$ cat src/rtl/clk_ctrl_pkg.sv
// Shared types and constants for the clock divider runtime controller.
// Ratios below BYPASS_LIMIT cannot be divided and are routed around the divider.
package clk_ctrl_pkg;

    typedef enum logic [1:0] {
        IDLE,
        WAIT_FALL,
        RESTART,
        SETTLE
    } ctrl_state_t;

    localparam int BYPASS_LIMIT = 2;

    function automatic int default_timeout(input int w);
        return 2 ** (w + 1);
    endfunction

endpackage

$ cat src/rtl/clk_div_ctrl_if.sv
// Ratio request bus between the register file (master) and the divider controller (slave).
interface clk_div_ctrl_if #(
    parameter int W = 4
) ();

    logic [W-1:0] cfg_ratio;
    logic         cfg_valid;
    logic         cfg_ready;

    modport master (
        output cfg_ratio,
        output cfg_valid,
        input  cfg_ready
    );

    modport slave (
        input  cfg_ratio,
        input  cfg_valid,
        output cfg_ready
    );

endinterface

$ cat src/rtl/clk_fall_det.sv
// Falling-edge detector for a signal that is already synchronous to Ref_CLK.
// The fall pulse is valid for the cycle in which the signal is first seen low.
module clk_fall_det (
    input  logic Ref_CLK,
    input  logic RST,
    input  logic sig,
    output logic fall
);

    logic prev;

    always_ff @(posedge Ref_CLK or posedge RST) begin
        if (RST) begin
            prev <= 1'b0;
        end else begin
            prev <= sig;
        end
    end

    assign fall = prev & ~sig;

endmodule

$ cat src/rtl/clk_div_ctrl.sv
// Runtime ratio controller: takes a new ratio over valid/ready and applies it to the
// divider only while the divider output is low, so no runt high pulse can escape.
module clk_div_ctrl
    import clk_ctrl_pkg::*;
#(
    parameter int W             = 4,
    parameter int DEFAULT_RATIO = 2,
    parameter int TIMEOUT       = default_timeout(W)
) (
    input  logic           Ref_CLK,
    input  logic           RST,
    clk_div_ctrl_if.slave  cfg,
    input  logic           div_clk_in,
    output logic [W-1:0]   div_ratio,
    output logic           div_en,
    output logic           div_rst_n,
    output logic           bypass,
    output logic           busy,
    output logic           timeout_err
);

    localparam logic [W-1:0] RATIO_RST = W'(DEFAULT_RATIO);
    localparam logic [W-1:0] BYP_LIM   = W'(BYPASS_LIMIT);
    localparam logic [W:0]   CNT_LAST  = (W + 1)'(TIMEOUT - 1);

    ctrl_state_t  state;
    logic [W-1:0] pend_ratio;
    logic         pend_byp;
    logic [W:0]   tmo_cnt;
    logic         fall;
    logic         req_byp;
    logic         accept;

    clk_fall_det u_fall_det (
        .Ref_CLK (Ref_CLK),
        .RST     (RST),
        .sig     (div_clk_in),
        .fall    (fall)
    );

    // Handshake status is a pure decode of the state register, so cfg_* never
    // reaches an output combinationally.
    assign cfg.cfg_ready = (state == IDLE);
    assign busy          = (state != IDLE);
    assign accept        = cfg.cfg_valid && (state == IDLE);
    assign req_byp       = (cfg.cfg_ratio < BYP_LIM);

    always_ff @(posedge Ref_CLK or posedge RST) begin
        if (RST) begin
            state       <= IDLE;
            pend_ratio  <= RATIO_RST;
            pend_byp    <= 1'b0;
            tmo_cnt     <= '0;
            div_ratio   <= RATIO_RST;
            div_en      <= 1'b1;
            div_rst_n   <= 1'b1;
            bypass      <= 1'b0;
            timeout_err <= 1'b0;
        end else begin
            case (state)
                IDLE: begin
                    if (accept) begin
                        pend_ratio  <= cfg.cfg_ratio;
                        pend_byp    <= req_byp;
                        timeout_err <= 1'b0;
                        tmo_cnt     <= '0;
                        if (cfg.cfg_ratio == div_ratio && req_byp == bypass) begin
                            state <= IDLE;
                        end else if (div_en) begin
                            state <= WAIT_FALL;
                        end else begin
                            // Divider is stopped, so there is no edge to wait for.
                            state     <= RESTART;
                            div_rst_n <= 1'b0;
                            div_ratio <= cfg.cfg_ratio;
                            bypass    <= req_byp;
                            div_en    <= ~req_byp;
                        end
                    end
                end

                WAIT_FALL: begin
                    if (fall || tmo_cnt == CNT_LAST) begin
                        if (!fall) begin
                            timeout_err <= 1'b1;
                        end
                        state     <= RESTART;
                        div_rst_n <= 1'b0;
                        div_ratio <= pend_ratio;
                        bypass    <= pend_byp;
                        div_en    <= ~pend_byp;
                    end else begin
                        tmo_cnt <= tmo_cnt + 1'b1;
                    end
                end

                RESTART: begin
                    div_rst_n <= 1'b1;
                    state     <= SETTLE;
                end

                SETTLE: begin
                    state <= IDLE;
                end

                default: begin
                    state <= IDLE;
                end
            endcase
        end
    end

endmodule

$ cat src/flat_wrapper.sv
// flat-port wrapper written by rule: the top's interface ports become plain ports
module clk_div_ctrl_flat import clk_ctrl_pkg::*;
#(
    parameter int W             = 4,
    parameter int DEFAULT_RATIO = 2,
    parameter int TIMEOUT       = default_timeout(W)
)
  (Ref_CLK, RST, div_clk_in, div_ratio, div_en, div_rst_n, bypass, busy, timeout_err, cfg_cfg_ratio, cfg_cfg_valid, cfg_cfg_ready);
  clk_div_ctrl_if #(.W(W)) cfg_i ();
  input  logic Ref_CLK;
  input  logic RST;
  input  logic div_clk_in;
  output logic [W-1:0] div_ratio;
  output logic div_en;
  output logic div_rst_n;
  output logic bypass;
  output logic busy;
  output logic timeout_err;
  input wire logic [$bits(cfg_i.cfg_ratio)-1:0] cfg_cfg_ratio;
  input wire logic [$bits(cfg_i.cfg_valid)-1:0] cfg_cfg_valid;
  output wire logic [$bits(cfg_i.cfg_ready)-1:0] cfg_cfg_ready;
  assign cfg_i.cfg_ratio = cfg_cfg_ratio;
  assign cfg_i.cfg_valid = cfg_cfg_valid;
  assign cfg_cfg_ready = cfg_i.cfg_ready;
  clk_div_ctrl #(.W(W), .DEFAULT_RATIO(DEFAULT_RATIO), .TIMEOUT(TIMEOUT)) u_core (.Ref_CLK(Ref_CLK), .RST(RST), .cfg(cfg_i), .div_clk_in(div_clk_in), .div_ratio(div_ratio), .div_en(div_en), .div_rst_n(div_rst_n), .bypass(bypass), .busy(busy), .timeout_err(timeout_err));
endmodule
$ cat config.mk
export PLATFORM = sky130hd
export DESIGN_NAME = clk_div_ctrl_flat
export DESIGN_NICKNAME = d
export VERILOG_FILES = /design/src/rtl/clk_ctrl_pkg.sv /design/src/rtl/clk_div_ctrl_if.sv /design/src/rtl/clk_fall_det.sv /design/src/rtl/clk_div_ctrl.sv /design/src/flat_wrapper.sv
export SDC_FILE = /design/constraint.sdc
export NUM_CORES = 1
export LEC_CHECK = 0
export ABC_AREA = 0
export BUFFER_PORTS_ARGS = -buffer_cell sky130_fd_sc_hd__clkbuf_2
export CAP_MARGIN = 20
export CORE_MARGIN = 2
export CORE_UTILIZATION = 42
export CTS_CLUSTER_DIAMETER = 150
export DETAILED_ROUTE_END_ITERATION = 8
export GPL_ROUTABILITY_DRIVEN = 0
export MAX_ROUTING_LAYER = met4
export PLACE_DENSITY = 0.62
export SYNTH_ARGS = -nofsm -noshare
export SYNTH_HDL_FRONTEND = slang
export SYNTH_SLANG_ARGS = --single-unit
$ cat constraint.sdc
create_clock -name Ref_CLK -period 2 [get_ports Ref_CLK]
set_input_delay 0 -clock Ref_CLK [delete_from_list [all_inputs] [get_ports Ref_CLK]]
set_output_delay 0 -clock Ref_CLK [all_outputs]
set_load 0.05 [all_outputs]
* Yosys cells after proc, flatten, opt, wreduce, memory -nomap -nowiden
Index checks and enable logic that the tools add are counted.
** Cells by class
- Eq/ne operators :: 12
- Reductions and logical operators :: 14
- Magnitude comparators :: 1
- $add $sub $neg :: 1
- Bitwise gates (word level) :: 4
- Muxes and demuxes :: 32
** Operators with widths (count)
- $mux W4 :: 4
- $mux W1 :: 15
- $mux W5 :: 2
- $pmux W5 S2 :: 1
- $reduce_and A5 Y1 :: 2
- $mux W2 :: 4
- $ne A2 B2 Y1 const B :: 4
- $pmux W2 S4 :: 1
- $pmux W4 S2 :: 1
- $reduce_and A4 Y1 :: 2
- $pmux W1 S2 :: 3
- $add A5 B1 Y5 const B :: 1
- $eq A5 B5 Y1 const B :: 1
- $eq A2 B2 Y1 const B :: 2
- $eq A4 B4 Y1 :: 1
- $lt A4 B2 Y1 const B :: 1
- $ne A2 B1 Y1 const B :: 2
- $reduce_and A2 Y1 :: 2
- $reduce_bool A2 Y1 :: 2
- $not A1 Y1 :: 3
- $pmux W1 S3 :: 1
- $reduce_and A3 Y1 :: 1
- $reduce_bool A3 Y1 :: 1
- $eq A2 B1 Y1 const B :: 1
- other kinds (5) :: 6
** Word-level totals
- Bits in registers :: 21
- Output and inout bits :: 10
- Logic and storage cells :: 74
- Bits of input ports :: 8

* Logic depth before layout (Yosys ltp)
Gate-level depths: netlist (run 1).
- Depth in word-level cells :: 6
- Depth in mapped cells :: 8
- Depth with buffers taken out :: 7

* Modules after synthesis
Synthesis (run 1) repeated with hierarchy kept, for this count alone.
** Unflattened totals
- Cells, all modules :: 111
- Area, all modules :: 1247.4 µm²
** Modules (own cells, without submodules)
- clk_div_ctrl :: area each 1204.9 µm², cells an instance 108, times used 1, seq. area each 505.5 µm²
- clk_fall_det :: area each 42.5 µm², cells an instance 3, times used 1, seq. area each 25.0 µm²

* Least setup slack after synthesis (run 1)
No wires, ideal clock.
- Kind :: register to register
- From :: reg u_core.state[0]
- To :: reg u_core.div_rst_n
- Period minus slack after synthesis :: 2.391 ns
- Arrival :: 2.306 ns
- Path buffers :: 1
- Required time :: 1.915 ns
- Setup slack :: -0.391 ns
- Cell stages (with the launch flop) :: 8
- Library setup time :: 0.085 ns
- Cell sequence :: dfrtp_1 inv_1 ha_1 clkbuf_1 inv_1 a311oi_1 o21ai_1 mux2_1
** Between the ends
- Cells in the longest elaborated chain, start to end :: 4
- Elaborated cells on any way between the ends :: 11
- Those cells by class :: 6 x eq/ne; 1 x mux; 4 x reduce/logical
** Ends and longest elaborated chain
- start: declaration :: line clk_div_ctrl.sv:26 : ctrl_state_t state;
- start signal: assignment :: line clk_div_ctrl.sv:50 : state <= IDLE;
- start signal: assignment :: line clk_div_ctrl.sv:68 : state <= IDLE;
- start signal: assignment :: line clk_div_ctrl.sv:70 : state <= WAIT_FALL;
- $logic_not A2 Y1 (*)
- named net cfg_cfg_ready :: line flat_wrapper.sv:21 : output wire logic [$bits(cfg_i.cfg_ready)-1:0] cfg_cfg_ready;
- $logic_and A1 B1 Y1 :: line clk_div_ctrl.sv:45 : assign accept = cfg.cfg_valid && (state == IDLE);
- $ne A2 B1 Y1 (no line)
- $reduce_and A5 Y1 (no line)
- end signal: assignment :: line clk_div_ctrl.sv:56 : div_rst_n <= 1'b1;
- end signal: assignment :: line clk_div_ctrl.sv:74 : div_rst_n <= 1'b0;
- end signal: assignment :: line clk_div_ctrl.sv:88 : div_rst_n <= 1'b0;
- end: declaration :: line clk_div_ctrl.sv:16 : output logic div_rst_n,
The timed path passes the listed nets; every way through them passes the cells marked *.
A chain may end at the register's enable or synchronous reset.

* Worst setup path after layout (run 1)
- From :: in cfg_cfg_ratio[1]
- To :: reg u_core.div_ratio[3]
** Between the ends
- Cells in the longest elaborated chain, start to end :: 5
- Elaborated cells on any way between the ends :: 6
- Those cells by class :: 1 x order compare; 3 x eq/ne; 2 x reduce/logical
** Ends and longest elaborated chain
- start: declaration :: line flat_wrapper.sv:19 : input wire logic [$bits(cfg_i.cfg_ratio)-1:0] cfg_cfg_ratio;
- $lt A4 B2 Y1 :: line clk_div_ctrl.sv:46 : assign req_byp = (cfg.cfg_ratio < BYP_LIM);
- $eq A1 B1 Y1 :: line clk_div_ctrl.sv:67 : if (cfg.cfg_ratio == div_ratio && req_byp == bypass) begin
- $logic_and A1 B1 Y1 (*) :: line clk_div_ctrl.sv:67
- $ne A2 B2 Y1 (no line) (*)
- $reduce_and A5 Y1 (no line) (*)
- end signal: assignment :: line clk_div_ctrl.sv:75 : div_ratio <= cfg.cfg_ratio;
- end signal: assignment :: line clk_div_ctrl.sv:89 : div_ratio <= pend_ratio;
- end: declaration :: line clk_div_ctrl.sv:14 : output logic [W-1:0] div_ratio,
Mark *: on every way between the ends. The rest lies on a longest branch, timed or not.

==> impl_metrics.tcl, run 1 <==
set metrics [dict create \
    outcome "finished, final reports clean" \
    timing.final.max_slew_violations 0 \
    clk_pin_slew_worst_paths_ps 130 \
    crit_chain "dlygate4sd3_1 -> clkbuf_2 -> or3_4 -> or2_1 -> and3_4 -> a21oi_4 -> mux2_2" \
    cts_tree "yes" \
    cp_max_fo 5 \
    seqPwrFrac_pct 31.7 \
    fin_worst_skew_ps 5.32 \
    crit_required_ps 2210 \
    rrSetupSlack_ps 120 \
    final_nets 151 \
    start_util_pct 43.0 \
    clkPwrFrac_pct 9.3 \
    criticalPathCategory "primary input to flip-flop" \
    first_pass_iters 2 \
    pre_cts_slack_ps 92.7 \
    netlist_top_cells_area "dfrtp_1 (37%), mux2_2 (13%), dfstp_2 (9.1%)" \
    grt_pass1_wl_um 3730 \
    yosysWarnings 0 \
    fin_crit_sh_pct 94.1 \
    dp_hpwl_um 1570 \
    clk_latency_ps 310 \
    tightest_slew_ps 800 \
    cp_data_arrival_time_ps 2100 \
    yosysTopAreaCellShare_pct 36.8 \
    yosysSeqAreaShare_pct 45.9 \
    vias 855 \
    p_int_mw 1.24 \
    setup_slack_ps 117 \
    remaining_drc_errors 0 \
    holdPathStages 4 \
    power_density_nw_per_um2 1650 \
    hp-class "primary input to flip-flop" \
    r2r-start "u_core.tmo_cnt[0]" \
    start_kind "primary input" \
    ant_nets 0 \
    peakVddDrop_mv 1.16 \
    fmax_mhz 531 \
    cts_num_sinks 21 \
    synth_area_sq_um 1160 \
    post-route-util_pct 52.4 \
    drt_iter0_markers 10 \
    holdPathEnd "u_core.timeout_err" \
    die_area_sq_um 3190 \
    grt_antenna_before_repair 0 \
    final_layout_size_suffix_gt1_share_pct 35.3 \
    synth_seq_cells 21 \
    setup_violations 0 \
    htree_levels 1 \
    synthesis.nets 122 \
    min_period_ps 1880 \
    switchingPower_mw 1.08 \
    antennaDiodeCount 0 \
    core_area_sq_um 2690 \
    syn2layout_area_growth_pct 21.6 \
    routedWlPerCell_um 12.4 \
    leakage_nw 0.646 \
    rsz0062_at_grt "false" \
    tns_ps 0 \
    cts.path.max_buffers 2 \
    postCtsSetupRepairBufs 0 \
    io_pins 18 \
    worst_setup_path_end_kind "flip-flop" \
    overflow 0 \
    grt_max_degree 22 \
    synth.largest_area_cell "dfrtp_1" \
    total_power_mw 2.32 \
    synthDistinctLibCells 33 \
    slowest_stage "dlygate4sd3_1" \
    die_h_um 56.5 \
    swShare_pct 46.5 \
    routed_wl_um 2070 \
    track_usage_pct 15.4 \
    rows 19 \
    critical-path-max-stage-delay_ps 550 \
    viasPerCell 5.12 \
    relSlewSlack_pct 46.6 \
    layout_common_cells "clkbuf_2 (17), dfrtp_1 (17), nand2_1 (13), mux2_2 (13), o21ai_0 (7)" \
    grt_pass1_vias 849 \
    min_from "cfg_cfg_valid" \
    worstRegToRegCells 7 \
    cts_made_buffers 3 \
    io_buffers 17 \
    avgSynthCellArea_sq_um 10.7 \
    dp.cells 157 \
    stdcell_count 167 \
    cts-root-buf "clkbuf_4" \
    pwr-share-comb_pct 59.0 \
    syn_inst 108 \
    final_hold_viol_count 0 \
    regToRegEndpoint "u_core.div_rst_n" \
    drv_cap 0 \
    die_w_um 56.5 \
]
-- cell type report --
cell class                 count  area [sq um]
clock buffer                   3          22.5
clock inverter                 1          7.51
timing repair buffer          26           168
sequential                    21           531
tap                           31          38.8
multi-input combinational     79           617
inverter                       6          22.5
fill                         266          1280
-- per-stage QoR --
stage / cell area, sq um / hold slack (ps)
after floorplan: 1170 / -26.4
after global placement: 1310 / 134
after detailed placement: 1310 / 143
after CTS: 1400 / 130
after global routing: 1410 / 211
final: 1410 / 152
-- logic make-up after synthesis --
group / after synthesis / share of synthesized area [%]
and+or+nand+nor: 34 / 15.3
buffers and inverters: 8 / 2.60
adders and majority gates: 6 / 6.49
DFF: 21 / 45.9
xor gates and xnor gates: 6 / 4.55
muxes: 14 / 13.6
AOI/OAI and AO/OA: 19 / 11.6
-- power groups by stage --
stage / clock network (mW) / logic [mW] / registers (mW)
final: 0.216 / 1.37 / 0.736
after global routing: 0.243 / 1.51 / 0.765
after CTS: 0.229 / 1.37 / 0.739
after detailed placement: 0 / 1.36 / 0.750
after global placement: 0 / 1.34 / 0.740
after floorplan: 0 / 0.838 / 0.974
-- how the worst max path moves through the flow --
stage / startpoint / endpoint / slack, ps / depth (start not counted)
after floorplan: u_core.state[0] / u_core.bypass / 60 / 7
after global placement: u_core.tmo_cnt[0] / u_core.div_rst_n / 120 / 7
after detailed placement: u_core.tmo_cnt[0] / u_core.div_rst_n / 90 / 7
after CTS: u_core.tmo_cnt[0] / u_core.div_rst_n / 60 / 7
after global routing: u_core.tmo_cnt[0] / u_core.tmo_cnt[0] / 10 / 7
final: cfg_cfg_ratio[1] / u_core.div_ratio[3] / 120 / 7
-- critical path: cells and delay by family --
family / cells / cell delay, ps
simple gates: 3 / 810
buf+inv: 2 / 690
mux: 1 / 360
compound gates: 1 / 230
-- cells in the mapped netlist, drive strengths merged --
master and instances:
a311oi 1, xor2 6, or3 1, dfstp 4, nor2b 1, dfrtp 17, inv 6, nand2b 3
a311o 1, or2 1, and2 1, ha 6, a21boi 1, a21oi 2, a211oi 1, nor3b 1
clkbuf 2, o221ai 1, nand3b 1, nor4 1, o22a 1, a31oi 1, nand2 13, o21ai 8
mux2 14, and3 3, nor2 5, o21a 2, nand3 3
-- sequential cells by signal, indices dropped and copies added, names as in the netlist --
register and cells:
u_core.timeout_err 1, u_core.u_fall_det.prev 1, u_core.pend_ratio 4, u_core.div_en 1
u_core.tmo_cnt 5, u_core.div_ratio 4, u_core.pend_byp 1, u_core.div_rst_n 1
u_core.state 2, u_core.bypass 1
-- routing by layer --
metal	part of all wire (%)	up-vias	track usage (%)
li1	-	433	-
met1	45	405	18.6
met2	50	15	25.4
met3	3.9	2	5.07
met4	0.63	0	3.06
met5	0	-	-
-- timing repair --
action                     in CTS  in global routing
setup endpoints to repair       0                  5
gates resized for setup         0                  3
hold buffers                    6                  0
hold endpoints to repair       22                  0
No activity file was read; power rests on OpenSTA's default activity.
==> inputs of run 2 (changes only) <==
SYNTH_HIERARCHICAL = 1   (was not set)
==> run 2 against run 1 <==
Hold slack worse by 130 ps. Count of clock-buffer cells in the layout unchanged. Critical path type is now flip-flop to flip-flop. Routed wire length up 16%. First-iteration DRC count up 20%. The run now ends with negative setup slack left. Clock power down 5%. Combinational power up 15%. Die area up 7.3%. Synthesized cell count up 2.8%.
==> impl_metrics.tcl, run 2 <==
set metrics [dict create \
    outcome "complete, but fails checks" \
    violations "negative setup slack" \
    setup_slack_ps -15.1 \
    viasPerCell 5.20 \
    die_area_sq_um 3420 \
    synthesis.nets 126 \
    antennaDiodeCount 0 \
    vias 899 \
    post-route-util_pct 54.4 \
    place_area_sq_um 1420 \
    drt_iter0_markers 12 \
    cts.path.max_buffers 2 \
    rrSetupSlack_ps -20 \
    cts_made_buffers 3 \
    routedWlPerCell_um 13.8 \
    drv_cap 0 \
    synth-main-ff-cell "dfrtp_1" \
    grt_pass1_vias 867 \
    routed_wl_um 2390 \
    final_layout_size_suffix_gt1_share_pct 40.8 \
    setup_violations 3 \
    clk_latency_ps 310 \
    power_density_nw_per_um2 1680 \
    die_h_um 58.5 \
    layout_common_cells "clkbuf_2 (17), dfrtp_1 (17), mux2_2 (10)" \
    grt_max_degree 21 \
    synth_area_sq_um 1250 \
    final_nets 158 \
    core_area_sq_um 2780 \
    peakVddDrop_mv 1.00 \
    cp_max_fo 5 \
    timing.final.max_slew_violations 0 \
    worst_setup_path_end_kind "flip-flop" \
    critical-path-max-stage-delay_ps 410 \
    syn2layout_area_growth_pct 21.3 \
    yosysTopAreaCellShare_pct 34.1 \
    grt_pass1_wl_um 4070 \
    criticalPathCategory "flip-flop to flip-flop" \
    avgSynthCellArea_sq_um 11.2 \
    synth_edf_count 0 \
    crit_required_ps 2210 \
    cts_num_sinks 21 \
    io_pins 18 \
    cp_data_arrival_time_ps 2220 \
    synth_async_sr_flop_share_pct 100 \
    hold_ws_ps 18.6 \
    fin_worst_skew_ps 9.20 \
    first_pass_iters 4 \
    slowest_stage "dfrtp_1" \
    synth.largest_area_cell "dfrtp_1" \
    largest-register "u_core/tmo_cnt" \
    hp-class "primary input to flip-flop" \
    netlist_top_cells_area "dfrtp_1 (34%), mux2_2 (9.0%), dfstp_2 (8.4%)" \
    yosys-top-cells-count "dfrtp_1 (17), mux2_2 (10), nand2_1 (8), nor2_1 (8)" \
    rsz0062_at_grt "true" \
    fmax_mhz 496 \
    grt_antenna_before_repair 0 \
    tightest_slew_ps 752 \
    htree_levels 1 \
    crit_chain "ha_2 -> and3_4 -> ha_4 -> or3b_4 -> and3_4 -> o21a_4 -> mux2_4" \
    cts-root-buf "clkbuf_4" \
    synth.most_common_cell "dfrtp_1" \
    cts_tree "yes" \
    stdcell_area_sq_um 1510 \
    ant_nets 0 \
    largest_reg_flops 5 \
    start_kind "flip-flop" \
    die_w_um 58.5 \
    dp_hpwl_um 1830 \
    track_usage_pct 16.2 \
    remaining_drc_errors 0 \
    relSlewSlack_pct 49.8 \
    largestRegisters "u_core/tmo_cnt x5, u_core/div_ratio x4, u_core/pend_ratio x4" \
    cp_common_cell "and3_4" \
    pre_cts_slack_ps -72.8 \
    io_buffers 17 \
    fin_crit_sh_pct 101 \
    final_hold_viol_count 0 \
    rows 19 \
    leakage_nw 0.688 \
    tns_ps -35.2 \
    min_period_ps 2020 \
    clk_pin_slew_worst_paths_ps 120 \
    yosysSeqAreaShare_pct 42.5 \
    synth_seq_cells 21 \
    overflow 0 \
    synthDistinctLibCells 35 \
    yosysWarnings 6 \
    syn_inst 111 \
    start_util_pct 44.8 \
]
## run 2: cell count changes after synthesis, moves of 4 or more
cell / previous run / this run
mux2_4: 0 / 4
nand2_1: 13 / 8
o21ai_0: 7 / 3
xnor2_1: 0 / 5
xor2_1: 6 / 2
## run 2: logic make-up (layout without fill, tap and decap cells)
logic type                 after synthesis  count (layout)  share of synthesized area, %
xor gates and xnor gates                 7               7                          4.91
DFF                                     21              21                          42.5
AOI/OAI and AO/OA                       15              15                          8.12
buffers and inverters                    9              40                          3.61
and+or+nand+nor                         34              34                          16.6
muxes                                   18              18                          17.2
adders and majority gates                7               7                          7.02
## run 2: power breakdown
| part | total, mW | internal, mW | switching (mW) |
|---|---|---|---|
| clock | 0.205 | 0.0746 | 0.130 |
| sequential | 0.766 | 0.630 | 0.136 |
| combinational | 1.57 | 0.661 | 0.911 |
## run 2: metrics by stage
stage | cells | total power, mW
floorplan | 111 | 2.00
global placement | 163 | 2.28
detailed placement | 163 | 2.32
CTS | 171 | 2.56
global route | 173 | 2.73
finish | 173 | 2.54
## run 2: path summary, 6_finish.rpt
path	startpoint	to	depth (start not counted)
min	cfg_cfg_ratio[1]	u_core/pend_ratio[1]	2
min reg2reg	u_core/timeout_err	u_core/timeout_err	2
max reg2reg	u_core/tmo_cnt[0]	u_core/div_ratio[3]	7
min in group asynchronous	RST	u_core/u_fall_det/prev	3
max	u_core/tmo_cnt[0]	u_core/div_ratio[3]	7
max in group asynchronous	RST	u_core/pend_ratio[3]	3
## run 2: area by class of cell
| class | instances | area, sq um |
|---|---|---|
| clock buffer | 3 | 22.5 |
| clock inverter | 1 | 5.00 |
| fill | 260 | 1270 |
| inverter | 7 | 26.3 |
| multi-input combinational | 81 | 707 |
| sequential | 21 | 531 |
| tap | 31 | 38.8 |
| timing repair buffer | 29 | 183 |
## run 2: layer usage
| layer | vias up | GRT usage, % | wire [um] |
|---|---|---|---|
| met5 | - | - | 0 |
| met4 | 0 | 6.31 | 23 |
| met3 | 4 | 1.98 | 44 |
| met2 | 9 | 25.5 | 1170 |
| met1 | 435 | 21.2 | 1150 |
| li1 | 451 | - | - |
## run 2: what timing repair did
item | 4_1_cts | 5_1_grt
pin swaps | 2 | 3
buffers inserted | 1 | 2
hold buffers | 3 | 0
setup endpoints to repair | 6 | 6
endpoints found under the hold margin | 19 | 0
resized for setup | 3 | 0
## run 2: critical path, delay by kind of cell, from the launching register on
family | cells | cell delay (ps)
flip-flops | 1 | 410
AND/OR/NAND/NOR | 3 | 740
adder cells (fa/ha/maj) | 2 | 340
multiplexers | 1 | 300
AO/OA/AOI/OAI | 1 | 140
